$ cat src/rtl/pipe_skid_stage.sv
// Pipeline stage register with a valid/ready handshake and a 2-entry skid buffer.
// in_ready comes only from flops (plus flush), so back-pressure costs one register per stage.
module pipe_skid_stage #(
    parameter int unsigned        DATA_W  = 64,
    parameter logic [DATA_W-1:0]  NOP_VAL = '0,
    parameter int unsigned        CNT_W   = 16
) (
    input  logic              clk,
    input  logic              rst,
    input  logic              flush,
    input  logic              in_valid,
    output logic              in_ready,
    input  logic [DATA_W-1:0] in_data,
    output logic              out_valid,
    input  logic              out_ready,
    output logic [DATA_W-1:0] out_data,
    output logic [1:0]        occ,
    output logic [CNT_W-1:0]  stall_cnt
);

    // Handshake: a transfer happens on a rising edge where valid and ready are both high;
    // a producer holding valid keeps its payload stable until the transfer happens.
    typedef enum logic [1:0] {
        S_EMPTY = 2'd0,
        S_HALF  = 2'd1,
        S_FULL  = 2'd2
    } state_t;

    state_t             r_state;
    state_t             w_state_nxt;
    logic [DATA_W-1:0]  r_main;
    logic [DATA_W-1:0]  r_skid;
    logic [DATA_W-1:0]  w_main_nxt;
    logic [DATA_W-1:0]  w_skid_nxt;
    logic [CNT_W-1:0]   r_stall_cnt;
    logic               w_main_valid;
    logic               w_skid_valid;
    logic               w_in_fire;
    logic               w_out_fire;
    logic               w_stall_inc;

    assign w_main_valid = (r_state != S_EMPTY);
    assign w_skid_valid = (r_state == S_FULL);

    assign in_ready   = ~w_skid_valid & ~flush;
    assign out_valid  = w_main_valid & ~flush;
    assign out_data   = r_main;
    assign occ        = r_state;
    assign stall_cnt  = r_stall_cnt;

    assign w_in_fire   = in_valid & in_ready;
    assign w_out_fire  = out_valid & out_ready;
    assign w_stall_inc = out_valid & ~out_ready & (r_stall_cnt != {CNT_W{1'b1}});

    always_ff @(posedge clk or posedge rst) begin
        if (rst) begin
            r_state     <= S_EMPTY;
            r_main      <= NOP_VAL;
            r_skid      <= NOP_VAL;
            r_stall_cnt <= '0;
        end else begin
            r_state <= w_state_nxt;
            r_main  <= w_main_nxt;
            r_skid  <= w_skid_nxt;
            if (w_stall_inc) begin
                r_stall_cnt <= r_stall_cnt + {{(CNT_W-1){1'b0}}, 1'b1};
            end
        end
    end

    always_comb begin
        w_state_nxt = r_state;
        w_main_nxt  = r_main;
        w_skid_nxt  = r_skid;
        if (flush) begin
            w_state_nxt = S_EMPTY;
            w_main_nxt  = NOP_VAL;
        end else begin
            case (r_state)
                S_EMPTY: begin
                    if (w_in_fire) begin
                        w_state_nxt = S_HALF;
                        w_main_nxt  = in_data;
                    end
                end
                S_HALF: begin
                    if (w_in_fire && w_out_fire) begin
                        w_main_nxt = in_data;
                    end else if (w_in_fire) begin
                        w_state_nxt = S_FULL;
                        w_skid_nxt  = in_data;
                    end else if (w_out_fire) begin
                        w_state_nxt = S_EMPTY;
                        w_main_nxt  = NOP_VAL;
                    end
                end
                S_FULL: begin
                    // The skid entry is older than anything upstream, so it refills main first.
                    if (w_out_fire) begin
                        w_state_nxt = S_HALF;
                        w_main_nxt  = r_skid;
                        w_skid_nxt  = NOP_VAL;
                    end
                end
                default: begin
                    w_state_nxt = S_EMPTY;
                    w_main_nxt  = NOP_VAL;
                end
            endcase
        end
    end

endmodule

$ cat config.mk
export PLATFORM = sky130hd
export DESIGN_NAME = pipe_skid_stage
export DESIGN_NICKNAME = d
export VERILOG_FILES = /design/src/rtl/pipe_skid_stage.sv
export SDC_FILE = /design/constraint.sdc
export NUM_CORES = 1
export LEC_CHECK = 0
export BUFFER_PORTS_ARGS = -buffer_cell sky130_fd_sc_hd__buf_2
export CAP_MARGIN = 20
export CORE_AREA = 2 2 118 120
export DETAILED_ROUTE_END_ITERATION = 10
export DIE_AREA = 0 0 120 122
export PLACE_DENSITY = 0.71
export SETUP_SLACK_MARGIN = 0.3
export SYNTH_ARGS = -nofsm -noshare
export SYNTH_HDL_FRONTEND = slang
export SYNTH_SLANG_ARGS = --single-unit
export TNS_END_PERCENT = 30
$ cat constraint.sdc
create_clock -name clk -period 5.5 [get_ports clk]
set_clock_uncertainty 0.15 [all_clocks]
set_input_delay 0.55 -clock clk [delete_from_list [all_inputs] [get_ports clk]]
set_output_delay 0.55 -clock clk [all_outputs]
set_load 0.05 [all_outputs]
Word level (Yosys, flattened, before mapping)
Cells that the tools add are included.
{"block": "op_classes", "add_sub_neg": 1, "n_mul": 0, "div": 0, "n_lt_le_gt_ge": 0, "eq_ne": 12, "shifts": 0, "n_mux": 16, "bitwise": 9, "reduce_logical": 7}
{"operator": "64-bit two-way mux", "count": 7}
{"operator": "64-bit one-hot mux with 3 select lines", "count": 1}
{"operator": "64-bit one-hot mux with 2 select lines", "count": 1}
{"operator": "16-bit by 1-bit adder with 16-bit output (second input constant)", "count": 1}
{"operator": "16-bit inequality test (second input constant)", "count": 1}
{"operator": "2-bit two-way mux", "count": 6}
{"operator": "4-bit inequality test (second input constant)", "count": 3}
{"operator": "4-bit AND reduction", "count": 2}
{"operator": "1-bit bitwise AND", "count": 6}
{"operator": "3-bit inequality test (second input constant)", "count": 2}
{"operator": "2-bit one-hot mux with 3 select lines", "count": 1}
{"operator": "5-bit AND reduction", "count": 1}
{"operator": "2-bit inequality test (second input constant)", "count": 2}
{"operator": "2-bit nonzero test", "count": 2}
{"operator": "3-bit by 2-bit inequality test with 1-bit output (second input constant)", "count": 1}
{"operator": "1-bit NOT", "count": 3}
{"operator": "2-bit by 1-bit == test with 1-bit output (second input constant)", "count": 1}
{"operator": "2-bit == test (second input constant)", "count": 1}
{"operator": "2-bit logical NOT", "count": 1}
{"operator": "2-bit by 1-bit inequality test with 1-bit output (second input constant)", "count": 1}
{"operator": "1-bit logical AND", "count": 1}
{"block": "totals", "reg_bits": 146, "latch_bits": 0, "ram_bits": 0, "romBits": 0, "input_bits": 69, "elab_cells": 49, "mem_count": 0}

Longest topological paths before layout
Gate-level depths: netlist of run 1.
{"block": "logic_depth", "word_depth": 8, "ltp_mapped": 8}

Worst setup path before layout of run 1
Ideal clock, no wire load.
{"block": "synth_path", "path_kind": "reg2out", "from": "reg r_state[1] (netlist: occ[1])", "to": "out in_ready", "t_arrival_ns": 2.031, "required_time_ns": 4.800, "path_slack_ns": 2.769, "path_stages_with_launch": 7, "path_buffers": 4, "path_cell_list": "dfrtp_1 -> buf_4 -> nor2b_1 -> clkbuf_2 -> buf_2 -> buf_2 -> nor2_1"}
{"block": "synth_via", "elab_chain_cells": 3}
{"item": "start, declared", "line": "29", "text": "state_t r_state;"}
{"item": "start signal, assigned", "line": "62", "text": "r_state <= w_state_nxt;"}
{"item": "2-bit == test", "line": "43", "text": "assign w_skid_valid = (r_state == S_FULL);"}
{"item": "1-bit NOT", "line": "45", "text": "assign in_ready = ~w_skid_valid & ~flush;"}
{"item": "1-bit bitwise AND", "line": "45"}
{"item": "end, declared", "line": "12", "text": "output logic in_ready,"}
No other way between the ends.

Worst setup path after layout of run 1
Same ends and word-level chain as after synthesis.

==> impl_metrics.csv, run 1 <==
group,metric,value,unit
outcome,status,"finished clean",
yosys,syn_nets,533,
floorplanning,rows,43,
clock_tree,ctsHoldBuffers,0,
yosys,synth_compound_area_share,31.4,%
setup_path,startpoint_type,"flip-flop",
timing,finalHoldViolations,0,
finish,finalNonFillerCells,789,
floorplanning,start_util,48.6,%
floorplanning,die-area,14600,sq um
finish,finalNetCount,666,
finish,layout_commonest_cell,"buf_2",
drt,post_drt_wl_per_cell,19.0,microns
yosys,muxShareOfSynthArea,0.172,%
setup_path,crit_fanout,43,
setup_path,end_kind,"primary output",
yosys,ys_warn_count,0,
clock_tree,numCtsBuffers,17,
timing,slew_viol_final,0,
clock_tree,clockBufferDepth,2,
yosys,synth_area,6560,sq um
yosys,yosys.area_share.simple,5.00,%
timing,max_freq,321,MHz
finish,stdcell_area,7920,sq um
global_route,grt_pass1_vias,4568,
global_route,grtUsageTotal,20.5,%
power,ir_drop,0.209,mV
setup_path,cp_cell_sequence,"nor2b_4 -> buf_4 -> nor2_1 -> buf_2",
placement,place_inst,757,
yosys,ys_seq_elements,146,
drt,postRouteWirelength,15000,microns
floorplanning,ios,153,
placement,place_hpwl,9390,microns
setup_path,crit_slowest_cell,"nor2b_4",
finish,multiInputGateArea,2580,sq um
worst_hold_path,min_path_type,"in -> async",
finish,register_area,3650,sq um
setup_path,slowest_delay,0.61,ns
floorplanning,core,13500,sq um
finish,drive_gt1_share,43.0,%
clock_tree,post-cts-setup-buffers,0,
placement,place_congestion,0.780,
setup_path,cp_top_family,"buffers and inverters",
timing,rsz0062_at_grt,"false",
setup_path,cp.arrival,2.41,ns
yosys,avgSynthCellArea,14.2,sq um
yosys,synth_fa_ha_area_share,0.191,%
yosys,ys.flop_type,"dfrtp_1",
yosys,seq_area_frac_synth,55.7,%
timing,min_period_over_period,56.6,%
setup_path,critPathRequiredTime,4.80,ns
global_route,antenna_found_initial,0,
drt,dr.first_iter.drc_count,470,
clock_tree,cts_tree,"done",
clock_tree,cts.htree.levels,4,
timing,relSlewSlack,24.9,%
setup_path,critPathBufInv,2,
timing,setup_viol,0,
power,p_leak,0.00396,uW
yosys,ys_types,45,
placement,port_buffers,152,
floorplanning,fp.dieW,120,microns
clock_tree,clkSinkCount,146,
drt,post-route-drc-count,0,
floorplanning,die_h,122,microns
global_route,grt.overflow.total,0,
drt,via_per_inst,5.93,
placement,place_area,7290,sq um
global_route,grt_max_degree,89,
power,powerDensity,404,nW/um^2
finish,area_delta_synth_final,20.8,%
job,maxCapViolCount,0,
drt,vias,4676,
finish,n_antenna_cell,0,
yosys,synth_top_family_by_area,"compound AO/OA/AOI/OAI gates",
timing,period_needed,3.11,ns
global_route,grt_first_pass_wirelength,23500,microns
yosys,async_flop_share,100,%
drt,ant_nets,0,
clock_tree,clkLatencyLatePin,0.42,ns
yosys,synth_edf_count,0,
clock_tree,root_buffer,"clkbuf_16",
yosys,synth_cells,463,
timing,holdWs,0.122,ns
finish,layout.cells.most_common_list,"152 x buf_2, 146 x dfrtp_1, 64 x a22o_1, 64 x a22oi_1, 60 x o2bb2ai_2",
clock_tree,path_clk_slew,0.06,ns
setup_path,crit_type,"reg -> out",
finish,num-fill-cells,1083,
drt,first_pass_iters,5,
timing,worstMarginPinSlew,1.13,ns
timing,setup_tns,0,ns
yosys,synth_xor_area_share,2.14,%
clock_tree,ctsResizeCount,0,
==> routing by layer <==
metal	routed length [microns]	track usage [%]
met1	6460	26.9
met2	7350	32.7
met3	785	4.54
met4	396	9.41
met5	0	0
==> worst paths after layout <==
kind	start	endpoint	slack [ns]	cells past startpoint
worst max-delay path	occ[1]	in_ready	2.39	4
worst min-delay path	rst	out_data[16]	0.12	2
worst max register to register	occ[0]	out_data[40]	2.78	5
worst min register to register	out_data[39]	out_data[39]	0.33	1
max in group asynchronous	rst	out_data[47]	3.82	3
min in group clk	in_data[38]	r_skid[38]	0.23	2
==> power breakdown <==
group	internal (uW)	switching [uW]	total [uW]
Combinational	213	400	613
Sequential	1250	125	1370
Clock	792	428	1220
==> cells in the mapped netlist, types with 2 or more instances <==
| cell | count | area share [%] |
|---|---|---|
| o2bb2ai_1 | 4 | 0.53 |
| buf_2 | 17 | 1.3 |
| xor2_1 | 14 | 1.9 |
| nand3b_1 | 2 | 0.23 |
| nand4_1 | 2 | 0.19 |
| a22oi_1 | 64 | 7.3 |
| buf_4 | 4 | 0.46 |
| nor2_1 | 7 | 0.40 |
| and3_1 | 3 | 0.29 |
| nor4_1 | 3 | 0.29 |
| nor4b_1 | 3 | 0.40 |
| o2bb2ai_2 | 60 | 14 |
| nand2_1 | 6 | 0.34 |
| nor3b_1 | 3 | 0.34 |
| nand3_1 | 5 | 0.38 |
| inv_1 | 2 | 0.11 |
| dfrtp_1 | 146 | 56 |
| clkbuf_1 | 3 | 0.17 |
| xnor2_1 | 2 | 0.27 |
| a21oi_1 | 2 | 0.15 |
| a22o_1 | 64 | 8.5 |
| nor3_1 | 4 | 0.31 |
| buf_6 | 19 | 3.3 |
| nor2b_1 | 3 | 0.29 |
==> cell families after synthesis <==
group | count (synthesis)
adder cells (fa/ha/maj) | 1
multiplexers | 1
buffers and inverters | 46
AO/OA/AOI/OAI | 203
flip-flops | 146
XOR/XNOR | 16
AND/OR/NAND/NOR | 50
==> registers in the layout, indices dropped and copies added, names as in the netlist <==
register,flops
stall_cnt,16
out_data,64
r_skid,64
occ,2
==> per-stage QoR <==
stage	power, uW	setup WS (ns)	util [%]
2_1_floorplan	1840	0.877	-
3_3_place_gp	1980	2.81	53.9
3_5_place_dp	2000	2.76	54.0
4_1_cts	3230	2.35	58.7
5_1_grt	3340	2.24	58.7
6_report	3200	2.39	58.7
==> worst reg2reg max path: cells and delay by family (launching register included) <==
kind / cells / cell delay [ns]
AND/OR/NAND/NOR: 2 / 1.01
flip-flops: 1 / 0.55
buffers and inverters: 1 / 0.58
AO/OA/AOI/OAI: 2 / 0.33
==> layout make-up <==
class / count / area share [%]
flip-flops and latches: 146 / 46.1
multi-input cells: 271 / 32.6
repair buffers: 158 / 10.3
clock buffers: 22 / 5.98
well taps: 180 / 2.84
clock inverters: 10 / 1.96
inverters: 2 / 0.158
No activity file was read; power rests on OpenSTA's default activity.
==> inputs of run 2 (changes only) <==
clock period = 3 ns   (was 5.5 ns; I/O delays follow)
==> run 2 against run 1 <==
Effect of this change:
- count of clock-buffer cells in the layout did not move
- worst setup slack got worse by 1.9 ns
- power rose by 87%
- sequential share of layout area down 4.0 points
- via count is 8.0% higher
- clock power up 84%
- utilization grew 5.5 points
- non-clock buffer count increased by 72
- die area is the same
==> impl_metrics.csv, run 2 (synthesized netlist as in run 1, its figures left out) <==
group,metric,value,unit
outcome,status,"finished clean",
finish,layout_commonest_cell,"buf_2",
clock_tree,cts.htree.levels,4,
setup_path,crit_type,"reg -> out",
floorplanning,die_h,122,microns
clock_tree,post-cts-setup-buffers,0,
clock_tree,cts_tree,"done",
worst_hold_path,worstHoldStart,"flush",
floorplanning,ios,153,
floorplanning,die-area,14600,sq um
drt,ant_nets,0,
worst_hold_path,hold_end,"occ[0]",
global_route,grt_max_degree,91,
global_route,grt_pass1_vias,5210,
global_route,grt_first_pass_wirelength,27200,microns
timing,layout_setup_ws,0.525,ns
finish,area_delta_synth_final,32.2,%
floorplanning,core,13500,sq um
setup_path,crit_slowest_cell,"dfrtp_1",
finish,layout.cells.most_common_list,"152 x buf_2, 146 x dfrtp_1, 66 x dlygate4sd3_1, 64 x a22o_1, 64 x a22oi_1",
timing,setup_viol,0,
placement,place_hpwl,9800,microns
setup_path,slowest_delay,0.59,ns
global_route,antenna_found_initial,0,
timing,worstMarginPinSlew,0.738,ns
timing,period_needed,2.47,ns
clock_tree,clockBufferDepth,2,
setup_path,cp_top_family,"buffers and inverters",
power,powerDensity,691,nW/um^2
clock_tree,clkSinkCount,146,
setup_path,rr_startpoint,"occ[0]",
clock_tree,clkLatencyLatePin,0.42,ns
setup_path,end_kind,"primary output",
setup_path,reg2reg_to,"out_data[38]",
power,p_leak,0.00427,uW
finish,finalNetCount,738,
setup_path,cp.arrival,2.02,ns
setup_path,cp_cell_sequence,"nor2b_4 -> buf_6 -> nor2_1 -> buf_2",
global_route,grtUsageTotal,23.7,%
timing,setup_tns,0,ns
floorplanning,rows,43,
finish,multiInputGateArea,2580,sq um
timing,min_period_over_period,82.5,%
timing,max_freq,404,MHz
drt,dr.first_iter.drc_count,471,
timing,rsz0062_at_grt,"false",
floorplanning,fp.dieW,120,microns
clock_tree,numCtsBuffers,17,
drt,postRouteWirelength,16800,microns
drt,vias,5048,
finish,num-fill-cells,1032,
drt,via_per_inst,5.87,
setup_path,critPathBufInv,2,
floorplanning,start_util,48.6,%
placement,port_buffers,152,
drt,first_pass_iters,5,
power,ir_drop,0.427,mV
clock_tree,root_buffer,"clkbuf_16",
clock_tree,path_clk_slew,0.05,ns
setup_path,startpoint_type,"flip-flop",
job,maxCapViolCount,0,
drt,post_drt_wl_per_cell,19.5,microns
placement,place_congestion,0.720,
setup_path,critPathRequiredTime,2.55,ns
setup_path,rrSetupSlack,0.70,ns
placement,dp_slack,0.726,ns
finish,n_antenna_cell,0,
worst_hold_path,min_path_type,"in -> reg",
timing,slew_viol_final,0,
finish,register_area,3650,sq um
timing,holdWs,0.0927,ns
global_route,grt.overflow.total,0,
setup_path,crit_fanout,67,
timing,finalHoldViolations,0,
finish,drive_gt1_share,39.3,%
setup_path,r2r.worst_path.cells,5,
worst_hold_path,hold_depth,2,
timing,relSlewSlack,50.7,%
drt,post-route-drc-count,0,
-- run 2: cell types whose count changed in the layout (fill, tap and decap cells not counted), sizes merged --
cell,change
dlygate4sd3,+66
buf,+6
clkinv,-1
clkinvlp,+1
inv,-1
-- run 2: final cells by class --
| type | count | area share, % |
|---|---|---|
| Clock buffer | 22 | 5.47 |
| Clock inverter | 9 | 1.78 |
| Inverter | 2 | 0.130 |
| Multi-Input combinational cell | 271 | 29.8 |
| Sequential cell | 146 | 42.1 |
| Tap cell | 180 | 2.60 |
| Timing Repair Buffer | 230 | 18.1 |
-- run 2: worst max-delay path by stage --
stage	startpoint	to	slack (ns)	cells past startpoint
after floorplan	occ[1]	in_ready	0.52	6
after global placement	occ[0]	out_data[38]	0.80	5
after detailed placement	occ[0]	out_data[38]	0.73	5
after CTS	occ[1]	in_ready	0.36	4
after global routing	occ[1]	in_ready	0.44	4
final	occ[1]	in_ready	0.53	4
-- run 2: per-stage QoR --
step | power [uW] | area [sq um] | util [%] | instances
after floorplan | 3380 | 6560 | - | 463
after global placement | 3650 | 7380 | 54.6 | 763
after detailed placement | 3690 | 7380 | 54.6 | 763
after CTS | 6020 | 8650 | 64.1 | 859
after global routing | 6240 | 8670 | 64.2 | 860
final | 5990 | 8670 | 64.2 | 860
-- run 2: worst reg2reg max path, delay by kind of cell, from the launching register on --
kind | cells | cell delay [ns]
compound gates | 2 | 0.39
simple gates | 2 | 0.80
buf+inv | 1 | 0.33
flops | 1 | 0.56
-- run 2: per-layer routing --
| layer | GRT usage, % | routed length [microns] | vias up |
|---|---|---|---|
| met5 | 0 | 0 | - |
| met4 | 9.41 | 348 | 0 |
| met3 | 4.03 | 868 | 31 |
| met2 | 38.2 | 8160 | 197 |
| met1 | 32.0 | 7410 | 2578 |
| li1 | - | - | 2242 |
-- run 2: repair_timing --
action	in CTS	in global routing
resized for setup	0	1
setup endpoints to repair	0	1
hold endpoints to repair	93	1
hold buffers	65	1
-- run 2: report_power, final --
group          internal (uW)  switching (uW)  total (uW)
sequential              2280             234        2520
clock                   1450             791        2240
combinational            463             761        1220
